<file path="src/rtl/hc02_gate_tester.sv">
// Sequencer that walks a quad 2-input gate package through all four input
// vectors and scores every gate output against an expected truth table.
module hc02_gate_tester #(
   parameter int unsigned SETTLE_CYCLES = 4,
   parameter logic [3:0]  EXPECT_TT     = 4'b0001
) (
   input  logic       CLK,
   input  logic       RST,
   input  logic       start,
   input  logic       abort,
   output logic [3:0] A_o,
   output logic [3:0] B_o,
   input  logic [3:0] Y_i,
   output logic       busy,
   output logic       done,
   output logic       pass,
   output logic [3:0] fail_mask,
   output logic       first_fail_vld,
   output logic [1:0] first_fail_vec
);

   typedef enum logic [1:0] {
      ST_IDLE   = 2'd0,
      ST_SETTLE = 2'd1,
      ST_CHECK  = 2'd2,
      ST_DONE   = 2'd3
   } state_t;

   localparam logic [7:0] CNT_LOAD = 8'(SETTLE_CYCLES - 32'd1);

   function automatic logic [3:0] mismatch_f(input logic [3:0] y, input logic exp_bit);
      return y ^ {4{exp_bit}};
   endfunction

   state_t     state_r;
   state_t     state_nx_s;
   logic [1:0] vec_r;
   logic [1:0] vec_nx_s;
   logic [7:0] cnt_r;
   logic [7:0] cnt_nx_s;
   logic [3:0] y_meta_r;
   logic [3:0] y_s_r;
   logic [3:0] mism_s;
   logic [3:0] fail_mask_r;
   logic [3:0] fail_mask_nx_s;
   logic       pass_r;
   logic       pass_nx_s;
   logic       ffv_r;
   logic       ffv_nx_s;
   logic [1:0] ffvec_r;
   logic [1:0] ffvec_nx_s;
   logic [3:0] a_r;
   logic [3:0] a_nx_s;
   logic [3:0] b_r;
   logic [3:0] b_nx_s;
   logic       busy_r;
   logic       busy_nx_s;
   logic       done_r;
   logic       done_nx_s;

   // Two-flop synchronizer on the asynchronous gate outputs
   always_ff @(posedge CLK) begin
      if (RST) begin
         y_meta_r <= 4'd0;
         y_s_r    <= 4'd0;
      end else begin
         y_meta_r <= Y_i;
         y_s_r    <= y_meta_r;
      end
   end

   assign mism_s = mismatch_f(y_s_r, EXPECT_TT[vec_r]);

   // Next-state, vector/counter sequencing and result accumulation
   always_comb begin
      state_nx_s     = state_r;
      vec_nx_s       = vec_r;
      cnt_nx_s       = cnt_r;
      fail_mask_nx_s = fail_mask_r;
      pass_nx_s      = pass_r;
      ffv_nx_s       = ffv_r;
      ffvec_nx_s     = ffvec_r;
      case (state_r)
         ST_IDLE: begin
            if (start) begin
               state_nx_s     = ST_SETTLE;
               vec_nx_s       = 2'd0;
               cnt_nx_s       = CNT_LOAD;
               fail_mask_nx_s = 4'd0;
               pass_nx_s      = 1'b0;
               ffv_nx_s       = 1'b0;
               ffvec_nx_s     = 2'd0;
            end else begin
               state_nx_s = ST_IDLE;
            end
         end
         ST_SETTLE: begin
            if (abort) begin
               state_nx_s = ST_IDLE;
               pass_nx_s  = 1'b0;
            end else if (cnt_r == 8'd0) begin
               state_nx_s = ST_CHECK;
            end else begin
               cnt_nx_s = cnt_r - 8'd1;
            end
         end
         ST_CHECK: begin
            if (abort) begin
               // abort discards this cycle's comparison
               state_nx_s = ST_IDLE;
               pass_nx_s  = 1'b0;
            end else begin
               fail_mask_nx_s = fail_mask_r | mism_s;
               if ((mism_s != 4'd0) && !ffv_r) begin
                  ffv_nx_s   = 1'b1;
                  ffvec_nx_s = vec_r;
               end else begin
                  ffv_nx_s   = ffv_r;
               end
               if (vec_r == 2'd3) begin
                  state_nx_s = ST_DONE;
                  pass_nx_s  = ((fail_mask_r | mism_s) == 4'd0);
               end else begin
                  state_nx_s = ST_SETTLE;
                  vec_nx_s   = vec_r + 2'd1;
                  cnt_nx_s   = CNT_LOAD;
               end
            end
         end
         ST_DONE: begin
            state_nx_s = ST_IDLE;
         end
         default: begin
            state_nx_s = ST_IDLE;
         end
      endcase
   end

   // Output decode from the upcoming state so the registered pins track the state they describe
   always_comb begin
      a_nx_s    = 4'd0;
      b_nx_s    = 4'd0;
      busy_nx_s = 1'b0;
      done_nx_s = 1'b0;
      case (state_nx_s)
         ST_SETTLE, ST_CHECK: begin
            a_nx_s    = {4{vec_nx_s[1]}};
            b_nx_s    = {4{vec_nx_s[0]}};
            busy_nx_s = 1'b1;
         end
         ST_DONE: begin
            done_nx_s = 1'b1;
         end
         ST_IDLE: begin
            busy_nx_s = 1'b0;
         end
         default: begin
            busy_nx_s = 1'b0;
         end
      endcase
   end

   // State register
   always_ff @(posedge CLK) begin
      if (RST) begin
         state_r <= ST_IDLE;
      end else begin
         state_r <= state_nx_s;
      end
   end

   // Sequencing and result registers
   always_ff @(posedge CLK) begin
      if (RST) begin
         vec_r       <= 2'd0;
         cnt_r       <= 8'd0;
         fail_mask_r <= 4'd0;
         pass_r      <= 1'b0;
         ffv_r       <= 1'b0;
         ffvec_r     <= 2'd0;
      end else begin
         vec_r       <= vec_nx_s;
         cnt_r       <= cnt_nx_s;
         fail_mask_r <= fail_mask_nx_s;
         pass_r      <= pass_nx_s;
         ffv_r       <= ffv_nx_s;
         ffvec_r     <= ffvec_nx_s;
      end
   end

   // Pin output registers
   always_ff @(posedge CLK) begin
      if (RST) begin
         a_r    <= 4'd0;
         b_r    <= 4'd0;
         busy_r <= 1'b0;
         done_r <= 1'b0;
      end else begin
         a_r    <= a_nx_s;
         b_r    <= b_nx_s;
         busy_r <= busy_nx_s;
         done_r <= done_nx_s;
      end
   end

   assign A_o            = a_r;
   assign B_o            = b_r;
   assign busy           = busy_r;
   assign done           = done_r;
   assign pass           = pass_r;
   assign fail_mask      = fail_mask_r;
   assign first_fail_vld = ffv_r;
   assign first_fail_vec = ffvec_r;

endmodule
</file>
<file path="config.mk">
export PLATFORM = sky130hd
export DESIGN_NAME = hc02_gate_tester
export DESIGN_NICKNAME = d
export VERILOG_FILES = /design/src/rtl/hc02_gate_tester.sv
export SDC_FILE = /design/constraint.sdc
export NUM_CORES = 1
export LEC_CHECK = 0
export CORE_MARGIN = 4
export CORE_UTILIZATION = 48
export CTS_BUF_LIST = sky130_fd_sc_hd__clkbuf_8
export DETAILED_ROUTE_END_ITERATION = 16
export PLACE_DENSITY = 0.77
export SETUP_SLACK_MARGIN = 0.1
export SLEW_MARGIN = 40
export SYNTH_ARGS = -nofsm -noshare
export SYNTH_HDL_FRONTEND = slang
export SYNTH_SLANG_ARGS = --single-unit
</file>
<file path="constraint.sdc">
create_clock -name CLK -period 1.9 [get_ports CLK]
set_input_delay 0.38 -clock CLK [delete_from_list [all_inputs] [get_ports CLK]]
set_output_delay 0.38 -clock CLK [all_outputs]
set_load 0.01 [all_outputs]
</file>
# Yosys cells after proc, flatten, opt, wreduce, memory -nomap -nowiden
# Index checks and enable logic that the tools add are counted.
[classes]
muxes = 35
n_reduce_logical = 14
n_lt_le_gt_ge = 1
n_addsub = 2
bitwise = 3
eq_ne = 15
[op_table]
columns = ["cell", "count"]
rows = [
  ["8-bit two-way mux", 5],
  ["8-bit one-hot mux with 3 select lines", 1],
  ["2-bit two-way mux", 10],
  ["2-bit != test (second input constant)", 7],
  ["2-bit equality test (second input constant)", 5],
  ["1-bit two-way mux", 10],
  ["8-bit logical NOT", 1],
  ["4-bit two-way mux", 2],
  ["2-bit one-hot mux with 2 select lines", 2],
  ["2-bit one-hot mux with 4 select lines", 1],
  ["4-bit one-hot mux with 2 select lines", 1],
  ["4-bit AND reduction", 2],
  ["8-bit by 1-bit subtractor with 8-bit output (second input constant)", 1],
  ["6-bit AND reduction", 1],
  ["2-bit by 1-bit equality test with 1-bit output (second input constant)", 2],
  ["4-bit logical NOT", 1],
  ["4-bit OR", 1],
  ["4-bit nonzero test", 1],
  ["2-bit OR reduction", 2],
  ["4-bit bitwise XOR", 1],
  ["2-bit by 3-bit < comparator with 1-bit output (second input constant)", 1],
  ["3-bit != test (second input constant)", 1],
  ["1-bit one-hot mux with 3 select lines", 1],
  ["3-bit AND reduction", 1],
  ["other kinds (9)", 9],
]
[word_totals]
register_bits = 32

# Longest topological paths before layout
# Gate-level depths: netlist of the first run.
[logic_depth]
word_depth = 8
ltp_mapped = 7
mapped_depth_nobuf = 7

# Least setup slack after synthesis of the first run
# No wires, ideal clock.
[synth_path]
path_type = "reg-to-reg"
startpoint = "reg cnt_r[2]"
endpoint = "reg busy_r (netlist: busy)"
path_buffers = 0
path_stages_with_launch = 7
required_ns = 1.772
arrival_ns = 1.812
slack_ns = -0.040
setup_time_ns = 0.128
synth_period_minus_slack_ns = 1.940
path_cell_list = "dfxtp_1 > or3_4 > or2_4 > o41ai_2 > nand3_1 > ha_1 > nor2b_1"
[synth_via]
elab_chain_len = 7
elab_cells_between_ends = 8
[synth_rtl]
columns = ["element", "line", "text"]
rows = [
  ["from (decl)", "39", "logic [7:0] cnt_r;"],
  ["from (signal assigned)", "183", "cnt_r <= cnt_nx_s;"],
  ["8-bit logical NOT *", "101", "end else if (cnt_r == 8'd0) begin"],
  ["2-bit two-way mux *", "101", ""],
  ["2-bit two-way mux *", "98", "if (abort) begin"],
  ["2-bit one-hot mux with 4 select lines *", "83", "case (state_r)"],
  ["via state_nx_s[0]", "36", "state_t state_nx_s;"],
  ["2-bit by 1-bit equality test with 1-bit output / 2-bit equality test (equally long branches)", "145", "case (state_nx_s)"],
  ["2-bit OR reduction *", "145", ""],
  ["1-bit two-way mux *", "145", ""],
  ["via busy_nx_s", "57", "logic busy_nx_s;"],
  ["to (signal assigned)", "201", "busy_r <= busy_nx_s;"],
  ["to (decl)", "56", "logic busy_r;"],
]
# The timed path passes the listed nets; every way through them passes the cells marked *.
# A chain may end at the register's enable or synchronous reset.

# Worst setup path after layout of the first run
[layout_path]
startpoint = "reg cnt_r[2]"
endpoint = "reg B_o[0] (netlist name)"
[layout_via]
elab_chain_len = 8
elab_cells_between_ends = 9
[layout_rtl]
columns = ["element", "line"]
rows = [
  ["8-bit logical NOT *", "101"],
  ["2-bit two-way mux *", "101"],
  ["2-bit two-way mux *", "98"],
  ["2-bit one-hot mux with 4 select lines *", "83"],
  ["via state_nx_s[0]", "36"],
  ["2-bit by 1-bit equality test with 1-bit output / 2-bit equality test (equally long branches)", "145"],
  ["2-bit OR reduction *", "145"],
  ["1-bit inverter (no line) *", "-"],
  ["2-bit OR reduction (no line) *", "-"],
]
# Marks and branches as above.

==> metrics.md, run 1 <==
| Metric | Value |
|---|---|
| Status | completed |
| Clk_lat worst skew | 0.28 ns |
| Drt initial violations | a little over 90 |
| Final Critical Period | 1.83 ns |
| Layout fillers | between 200 and 250 |
| Setup-failing EPs final | 0 |
| Lkg Pwr | 0.818 nW |
| Pwr dens | 802 nW/µm² |
| Largest net degree at the start of global routing | 14 |
| H-Tree Level Count | 2 |
| Antenna violations before repair | 0 |
| GPL Wtd Cong | approximately 0.82 |
| Async S/R FF share, synth | 0% |
| Post-synthesis register bit count | 32 |
| Area share of the largest cell type after synthesis | between 40 and 50% |
| Synth area leader | dfxtp_1 |
| Clock sinks | 32 |
| Post-Syn Area | 1450 µm² |
| Number of distinct library cells after synthesis | 46 |
| Slowest cell on crit path | or3_4 |
| Worst Max-Slew Pin Slew | 0.381 ns |
| RSZ-0062 raised after global routing | true |
| Starting Density | a little over 50% |
| Critical Path AT | roughly 2.0 ns |
| Setup TNS | 0 ns |
| Die footprint | 3960 µm² |
| Synth top area cells | dfxtp_1, nor2b_1, buf_4, nor2_1, xor2_1 |
| Max IR drop VDD | slightly below 0.0006 V |
| Area growth from synthesis to layout | 38.6% |
| Clock skew | 0.00390 ns |
| WS Path Type | reg2reg |
| Final WL | 3650 µm |
| Grt ovf | 0 |
| Slowest cell delay on critical path | 0.37 ns |
| Final Cell Area | roughly 2000 µm² |
| CP required | 2.08 ns |
| Syn_area_per_cell | 9.04 µm² |
| Clock buffer count from CTS | 5 |
| Syn. warnings | 0 |
| Fin nets | 215 |
| Slew margin rel. | 73.9% |
| Cts hold-fix bufs | 0 |
| Max Root-Sink Buffers | 2 |
| Die height | 62.9 µm |
| Die W | between 60 and 70 µm |
| Tot GR Track Use | approximately a fifth |
| Post-DR wirelength/cell | 15.4 µm |
| Buffers added on ports | 25 |
| CTS tree | done |
| Syn Nets | 170 |
| Max cap viols | 0 |
| DR pass1 iterations | 4 |
| Vias/cell | 5.57 |
| Post-layout util | a little under three quarters |
| Ys flop type | dfxtp_1 |
| Slew Viols, Final | 0 |
| Period Utilization, post-route | 96.5% |
| CP startpoint kind | flop |
| Antenna Violating Nets Remaining | 0 |
| Mapped Cells | 160 |
| DP Area | 1850 µm² |
| I/O pin cnt | 26 |
| CTS root buffer | clkbuf_8 |
| Register area share after synthesis | 44.3% |
| Core Area | 2830 µm² |
| FMAX | 545 MHz |
| Critical path capture point type | flop |
| Site row count | 19 |
| CP top delay family | simple AND/OR/NAND/NOR gates |
| Vias in the first global route | 1,383 |
| DRC violations left | 0 |
| EDFF count, synth | 0 |
| Worst path buffer plus inverter count | 0 |
| CTS clk-pin slew, worst paths | 0.07 ns |
| Layout cells sized above 1 | ~23% |
| First-pass GRT wire length | 6090 µm |
| DR vias | 1,320 |
| CP Max Fanout | 3 |
| N_diodes | 0 |
| Fin. Hold Viols | 0 |
| Worst path cell trace | or3_4, or2_4, o41ai_4, nand3_2, ha_4, and2_1 |
| Final HPWL DP | 2590 µm |
| Worst min path class | reg2reg |
[sequential cells by signal (all words and copies together) (netlist names), 2 cells and up]
signal / count
cnt_r: 8
fail_mask: 4
y_meta_r: 4
y_s_r: 4
first_fail_vec: 2
state_r: 2
vec_r: 2
[metrics by stage]
stage	worst slack (ns)	cells	hold slack [ns]	power, mW
CTS	0.00690	237	0.449	1.60
floorplan	0.0177	160	0.414	0.932
finish	0.0663	237	0.441	1.61
global route	-0.00296	237	0.459	1.70
detailed placement	-0.176	228	0.435	1.06
global placement	-0.0926	228	0.418	1.05
[cells in the final DEF, fill, tap and decap left out, types with 5 or more instances in the layout]
cell / Yosys / layout
dfxtp_1: 32 / 29
clkdlybuf4s50_1: 0 / 23
buf_4: 6 / 23
nor2_1: 11 / 11
nor2b_1: 11 / 10
inv_1: 7 / 8
nand2_1: 8 / 8
clkbuf_8: 0 / 6
o21ai_0: 6 / 5
a21oi_1: 6 / 5
[where the power goes]
group	switching, mW	total (mW)	internal (mW)
Clock	0.244	0.533	0.288
Combinational	0.162	0.337	0.175
Sequential	0.0299	0.739	0.709
Total	0.436	1.61	1.17
[cell usage after synthesis (all sizes together) (2+ instances only)]
library cell and count:
or4 3, nor2b 11, dfxtp 32, nor4 2, a21boi 3, o211ai 2, nand3b 2, clkbuf 3
nor3 4, or3 3, xor2 4, o31ai 2, a21oi 6, and2 5, nand3 4, and3 3
o21ai 7, nand4 3, nor2 12, nand2b 4, buf 7, nand2 8, ha 2, mux2i 2
a22oi 4, or2 2, inv 7, o21a 3
[final timing paths]
check,startpoint,to,slack [ns],depth (start not counted)
max,cnt_r[2]$_SDFFE_PP0P_,B_o[0]$_SDFF_PP0_,0.07,6
min,y_meta_r[0]$_SDFF_PP0_,y_s_r[0]$_SDFF_PP0_,0.44,1
max reg2reg,cnt_r[2]$_SDFFE_PP0P_,B_o[0]$_SDFF_PP0_,0.07,6
min reg2reg,y_meta_r[0]$_SDFF_PP0_,y_s_r[0]$_SDFF_PP0_,0.44,1
[cells by family (layout without fill, tap and decap cells)]
kind of cell | count (synthesis) | after routing | synth area share (%)
AO/OA/AOI/OAI | 34 | 34 | 16.8
XOR/XNOR | 4 | 4 | 2.42
adder cells (fa/ha/maj) | 2 | 2 | 1.73
buffers and inverters | 17 | 63 | 6.14
flip-flops | 32 | 32 | 44.3
multiplexers | 2 | 2 | 1.38
AND/OR/NAND/NOR | 69 | 69 | 27.2
[what timing repair did]
item,CTS,global route
gates resized for setup,0,13
pin swaps,2,3
setup buffers,1,0
cloned,0,0
endpoints found under the hold margin,0,0
setup endpoints to repair,3,14
[final cells by class]
type                    instances  area (µm²)  area share [%]
repair buffers                 48         428            21.3
multi-input cells             111         773            38.6
inverters                       7        26.3            1.31
well taps                      31        38.8            1.94
clock inverters                 2        11.3           0.562
flip-flops and latches         32         644            32.1
clock buffers                   6        82.6            4.12
[metal layers]
metal / wire length (µm) / track usage, % / vias up
met1: 1490 / 21.9 / 611
li1: - / - / 654
met5: 0 / 0 / -
met4: 72 / 7.99 / 0
met3: 249 / 5.94 / 7
met2: 1830 / 33.5 / 48
No activity file was read; power rests on OpenSTA's default activity.
==> run 2: changes to the inputs <==
==> constraint.sdc (replaced) <==
create_clock -name CLK -period 1.6 [get_ports CLK]
set_input_delay 0.32 -clock CLK [delete_from_list [all_inputs] [get_ports CLK]]
set_output_delay 0.32 -clock CLK [all_outputs]
set_load 0.01 [all_outputs]
==> run 2 against run 1 <==
The run now ends with setup timing left. First-iteration DRC count grew 74%. Total power grew 36%. Clock skew up 0.0016 ns. Flip-flop and latch count is the same. Critical endpoint is now A_o[0]$_SDFF_PP0_. Largest power group unchanged.
==> metrics.md, run 2 (same netlist as run 1, synthesis figures left out) <==
| Metric | Value |
|---|---|
| Largest net degree at the start of global routing | 15 |
| FF-to-FF path depth | 6 |
| Leading cell type in the layout, fill and taps excluded | buf_4 |
| Fin. Hold Viols | 0 |
| Lkg Pwr | 1.09 nW |
| Slowest cell delay on critical path | 0.40 ns |
| Fin nets | around 250 |
| Cts hold-fix bufs | 0 |
| Worst path depth | 6 |
| Commonest cells after routing, fill and taps aside | buf_4, dfxtp_1, dlygate4sd2_1, buf_6, nor2_1 |
| Combinational share of power | 31.2% |
| Max IR drop VDD | around 0.0009 V |
| Most flops, register | cnt_r |
| Layout cells sized above 1 | 45.8% |
| Area growth from synthesis to layout | 68.0% |
| Starting Density | 51.1% |
| Worst setup startpoint | cnt_r[2]$_SDFFE_PP0P_ |
| Max FFs per register | 8 |
| Vias/cell | 6.16 |
| Critical Path End | A_o[0]$_SDFF_PP0_ |
| Clock buffer count from CTS | 5 |
| Slew margin rel. | around four fifths |
| H-Tree Level Count | 2 |
| GPL Wtd Cong | 0.820 |
| Die height | 62.9 µm |
| Die footprint | 3960 µm² |
| CTS clk-pin slew, worst paths | 0.07 ns |
| Critical Path AT | 2.18 ns |
| Setup-failing EPs final | 11 |
| Sw Share | 31.1% |
| Final WL | 5600 µm |
| Layout Cells excl Fill | ~270 |
| Critical path capture point type | flop |
| Slowest cell on crit path | or3_4 |
| Int Power | 1.51 mW |
| Antenna Violating Nets Remaining | 0 |
| Placed insts | 247 |
| WS Path Type | reg2reg |
| I/O pin cnt | 26 |
| First-pass GRT wire length | 8180 µm |
| Grt ovf | 0 |
| CP startpoint kind | flop |
| Clock skew | 0.00550 ns |
| Period Utilization, post-route | 125% |
| Max Root-Sink Buffers | 2 |
| Status | finished, violations left |
| N_diodes | 0 |
| CTS tree | done |
| Site row count | 19 |
| Vias in the first global route | around 1,700 |
| CTS root buffer | clkbuf_8 |
| Worst path cell trace | or3_4, or2_4, o41ai_4, nand3_2, ha_4, and2_4 |
| Buffers added on ports | 25 |
| Clock sinks | 32 |
| Reg2reg end | A_o[0]$_SDFF_PP0_ |
| DRC violations left | 0 |
| Hold slack | about 0.44 ns |
| CP Max Fanout | 3 |
| DP Area | around 2000 µm² |
| Post-DR wirelength/cell | about 21 µm |
| Worst path buffer plus inverter count | 0 |
| Clk_lat worst skew | 0.29 ns |
| Drt initial violations | between 150 and 200 |
| Worst Max-Slew Pin Slew | roughly 0.32 ns |
| Reg2Reg Setup Slack | -0.39 ns |
| Core Area | 2830 µm² |
| CP required | around 1.8 ns |
| DR vias | 1,645 |
| Worst Setup Slack, final | -0.392 ns |
| DR pass1 iterations | 4 |
| Clock network fraction of design power | 28.6% |
| Tot GR Track Use | 26.7% |
| Final HPWL DP | 2960 µm |
| Final Cell Area | 2430 µm² |
| Sequential share of power | between 40% and 50% |
| Failing checks | setup timing |
| Antenna violations before repair | 0 |
| Reg-to-reg startpoint | cnt_r[2]$_SDFFE_PP0P_ |
| Sw power | approximately 0.7 mW |
| Pwr dens | between 900 and 1000 nW/µm² |
| Final Critical Period | 1.99 ns |
| Max cap viols | 0 |
| Slew Viols, Final | 0 |
| Die W | 62.9 µm |
| RSZ-0062 raised after global routing | true |
| Worst min path class | reg2reg |
| FMAX | 502 MHz |
| CP top delay family | simple AND/OR/NAND/NOR gates |
## run 2: layer usage
metal  up-vias  wire length [µm]  part of all wire [%]  global-route usage, %
met3        46               329                   5.9                   6.83
met5         -                 0                     0                      0
met4         0               403                   7.2                   18.7
met2        89              2690                    48                   44.3
li1        710                 -                     -                      -
met1       800              2170                    39                   29.6
## run 2: how the worst min path moves through the flow
stage	startpoint	endpoint	slack, ns	cells after the start
final	y_meta_r[2]$_SDFF_PP0_	y_s_r[2]$_SDFF_PP0_	0.44	1
after global routing	y_meta_r[0]$_SDFF_PP0_	y_s_r[0]$_SDFF_PP0_	0.45	1
after CTS	y_meta_r[2]$_SDFF_PP0_	y_s_r[2]$_SDFF_PP0_	0.44	1
after detailed placement	y_meta_r[2]$_SDFF_PP0_	y_s_r[2]$_SDFF_PP0_	0.42	1
after global placement	y_meta_r[0]$_SDFF_PP0_	y_s_r[0]$_SDFF_PP0_	0.42	1
after floorplan	RST	vec_r[0]$_SDFF_PP0_	0.41	1
## run 2: cell type report
cell class	count	area [µm²]
Timing Repair Buffer	78	677
Clock inverter	3	18.8
Sequential cell	32	664
Inverter	7	26.3
Clock buffer	5	68.8
Tap cell	31	38.8
Fill cell	142	399
Multi-Input combinational cell	111	936
## run 2: power groups by stage
stage	logic, mW	registers (mW)	clock network, mW
2_1_floorplan	0.218	0.890	0
3_3_place_gp	0.435	0.886	0
3_5_place_dp	0.455	0.889	0
4_1_cts	0.521	0.866	0.628
5_1_grt	0.728	0.885	0.670
6_report	0.684	0.880	0.626
## run 2: what timing repair did
item,CTS,global route
endpoints found under the setup margin,33,19
gates resized for setup,42,42
pin swaps,4,19
buffers inserted,6,7
## run 2: stage by stage
step / util (%) / setup TNS, ns / total power, mW / worst slack, ns
2_1_floorplan: - / -0.945 / 1.11 / -0.263
3_3_place_gp: 70.8 / -5.05 / 1.32 / -0.361
3_5_place_dp: 70.8 / -6.00 / 1.34 / -0.446
4_1_cts: 77.8 / -2.01 / 2.01 / -0.316
5_1_grt: 85.9 / -2.95 / 2.28 / -0.414
6_report: 85.9 / -2.44 / 2.19 / -0.392
## run 2: worst reg2reg max path, delay by kind of cell, from the launching register on
family                     cells  cell delay, ns
DFF                            1            0.35
AOI/OAI and AO/OA              1            0.28
and+or+nand+nor                4            0.97
adders and majority gates      1            0.29
==> run 3: changes to the inputs <==
--- a/config.mk
+++ b/config.mk
@@ -9,8 +9,10 @@
 export CORE_UTILIZATION = 48
 export CTS_BUF_LIST = sky130_fd_sc_hd__clkbuf_8
 export DETAILED_ROUTE_END_ITERATION = 16
-export PLACE_DENSITY = 0.77
+export GPL_TIMING_DRIVEN = 0
+export PLACE_DENSITY_LB_ADDON = 0.15
 export SETUP_SLACK_MARGIN = 0.1
+export SKIP_CTS_REPAIR_TIMING = 1
 export SLEW_MARGIN = 40
 export SYNTH_ARGS = -nofsm -noshare
 export SYNTH_HDL_FRONTEND = slang
==> run 3 against run 2 <==
The run still ends with setup timing left. Routed wire length down 35%. Via count down 21%. Global-route usage fell by 10 points. Setup slack lost 0.032 ns. Total power decreased by 6.4%. Clock skew grew 0.00092 ns. Count of clock-buffer cells in the layout unchanged. Clock power up 19%. Sequential power increased by 0.6%. Largest power group unchanged.
==> metrics.md, run 3 (same netlist as run 1, synthesis figures left out) <==
| Metric | Value |
|---|---|
| Final WL | 3660 µm |
| Die W | 62.9 µm |
| WS Path Type | reg2reg |
| CP required | 1.75 ns |
| Clk_lat worst skew | roughly 0.28 ns |
| Final HPWL DP | 2310 µm |
| Slew margin rel. | 66.0% |
| GPL Wtd Cong | around 0.9 |
| Clock sinks | 32 |
| Pwr Total | between 2 and 2.5 mW |
| Drt initial violations | 121 |
| RSZ-0062 raised after global routing | true |
| FMAX | between 400 and 500 MHz |
| Reg-to-reg startpoint | cnt_r[4]$_SDFFE_PP0P_ |
| Final Critical Period | 2.02 ns |
| Worst path cell trace | or3_4, or2_4, o41ai_4, nand3_2, ha_4, nor2b_1 |
| H-Tree Level Count | 2 |
| Vias/cell | around 5.5 |
| Site row count | 19 |
| CTS root buffer | clkbuf_8 |
| Largest net degree at the start of global routing | 11 |
| Antenna Violating Nets Remaining | 0 |
| Core Area | 2830 µm² |
| Setup-failing EPs final | 15 |
| Layout fillers | 185 |
| Failing checks | setup timing |
| Slowest cell on crit path | or3_4 |
| Worst min path class | reg2reg |
| Pwr dens | 946 nW/µm² |
| Vias in the first global route | 1,191 |
| Placed insts | ~220 |
| Slew Viols, Final | 0 |
| Max Root-Sink Buffers | 2 |
| CTS clk-pin slew, worst paths | approximately 0.070 ns |
| Buffers added on ports | 25 |
| DR vias | approximately 1,300 |
| Layout Cells excl Fill | 235 |
| Slowest cell delay on critical path | between 0.3 and 0.4 ns |
| Fin. Hold Viols | 0 |
| Post-layout util | 76.6% |
| CTS tree | done |
| Fin nets | 213 |
| Worst Setup Slack, final | -0.424 ns |
| N_diodes | 0 |
| Post-DR wirelength/cell | 15.6 µm |
| Status | finished, violations left |
| Hold depth | 1 |
| Launch point of the worst hold path | y_meta_r[0]$_SDFF_PP0_ |
| Area growth from synthesis to layout | 49.7% |
| Layout cells sized above 1 | ~29% |
| DRC violations left | 0 |
| I/O pin cnt | 26 |
| Clock skew | about 0.0064 ns |
| Max IR drop VDD | 0.000617 V |
| CP startpoint kind | flop |
| Period Utilization, post-route | 126% |
| Leading cell type in the layout, fill and taps excluded | dfxtp_1 |
| Tot GR Track Use | between 10% and 20% |
| Worst Max-Slew Pin Slew | 0.510 ns |
| CP Max Fanout | 4 |
| Critical path capture point type | flop |
| Die footprint | slightly below 4000 µm² |
| Worst setup startpoint | cnt_r[4]$_SDFFE_PP0P_ |
| Antenna violations before repair | 0 |
| Max cap viols | 0 |
| Dpl ws | -0.726 ns |
| Max FFs per register | 8 |
| Lkg Pwr | 1.07 nW |
| First-pass GRT wire length | slightly above 5000 µm |
| Clock buffer count from CTS | 5 |
| DR pass1 iterations | 4 |
| Most flops, register | cnt_r |
| Die height | 62.9 µm |
| FF-to-FF path depth | 6 |
| Commonest cells after routing, fill and taps aside | dfxtp_1, buf_4, dlymetal6s2s_1, nor2b_1, nor2_1 |
| Grt ovf | 0 |
| Critical Path AT | ~2.2 ns |
| Starting Density | roughly half |
| Hold slack | 0.442 ns |
==> run 3: cell count changes in the layout (fill, tap and decap cells not counted), moves of 4 or more <==
cell             change
dlygate4sd2_1       -17
clkdlybuf4s50_1      +4
dlymetal6s2s_1      +13
buf_4               -26
buf_6                -9
==> run 3: critical path: cells and delay by family (launching register included) <==
kind	cells	cell delay [ns]
AOI/OAI and AO/OA	1	0.38
and+or+nand+nor	4	0.94
DFF	1	0.34
adders and majority gates	1	0.24
==> run 3: final cells by class <==
type                            instances  area [µm²]  share of cell area [%]
Sequential cell                        32         659                    30.4
Timing Repair Buffer                   37         398                    18.4
Tap cell                               31        38.8                    1.79
Buffer                                  9        63.8                    2.95
Inverter                                7        30.0                    1.39
Clock inverter                          3        38.8                    1.79
Clock buffer                            5        68.8                    3.18
Multi-Input combinational cell        111         868                    40.1
==> run 3: report_power, final <==
part	internal, mW	switching (mW)
registers	0.840	0.0451
clock network	0.455	0.288
logic	0.215	0.206
total	1.51	0.540
==> run 3: path summary, 6_finish.rpt <==
| path | to | slack, ns |
|---|---|---|
| worst max-delay path | busy$_SDFF_PP0_ | -0.42 |
| worst min-delay path | y_s_r[0]$_SDFF_PP0_ | 0.44 |
| worst max register to register | busy$_SDFF_PP0_ | -0.42 |
| worst min register to register | y_s_r[0]$_SDFF_PP0_ | 0.44 |
==> run 3: metal layers <==
layer / vias up / global-route usage, % / share of wire, %
met5: - / 0 / 0
met2: 35 / 28.7 / 52
met1: 604 / 17.5 / 42
li1: 649 / - / -
met4: 0 / 4.68 / 1.1
met3: 6 / 6.83 / 5.4
==> run 3: metrics by stage <==
| stage | TNS [ns] | cell area, µm² |
|---|---|---|
| 2_1_floorplan | -0.945 | 1480 |
| 3_3_place_gp | -6.52 | 1770 |
| 3_5_place_dp | -7.79 | 1770 |
| 4_1_cts | -3.60 | 1870 |
| 5_1_grt | -3.74 | 2170 |
| 6_report | -2.64 | 2170 |
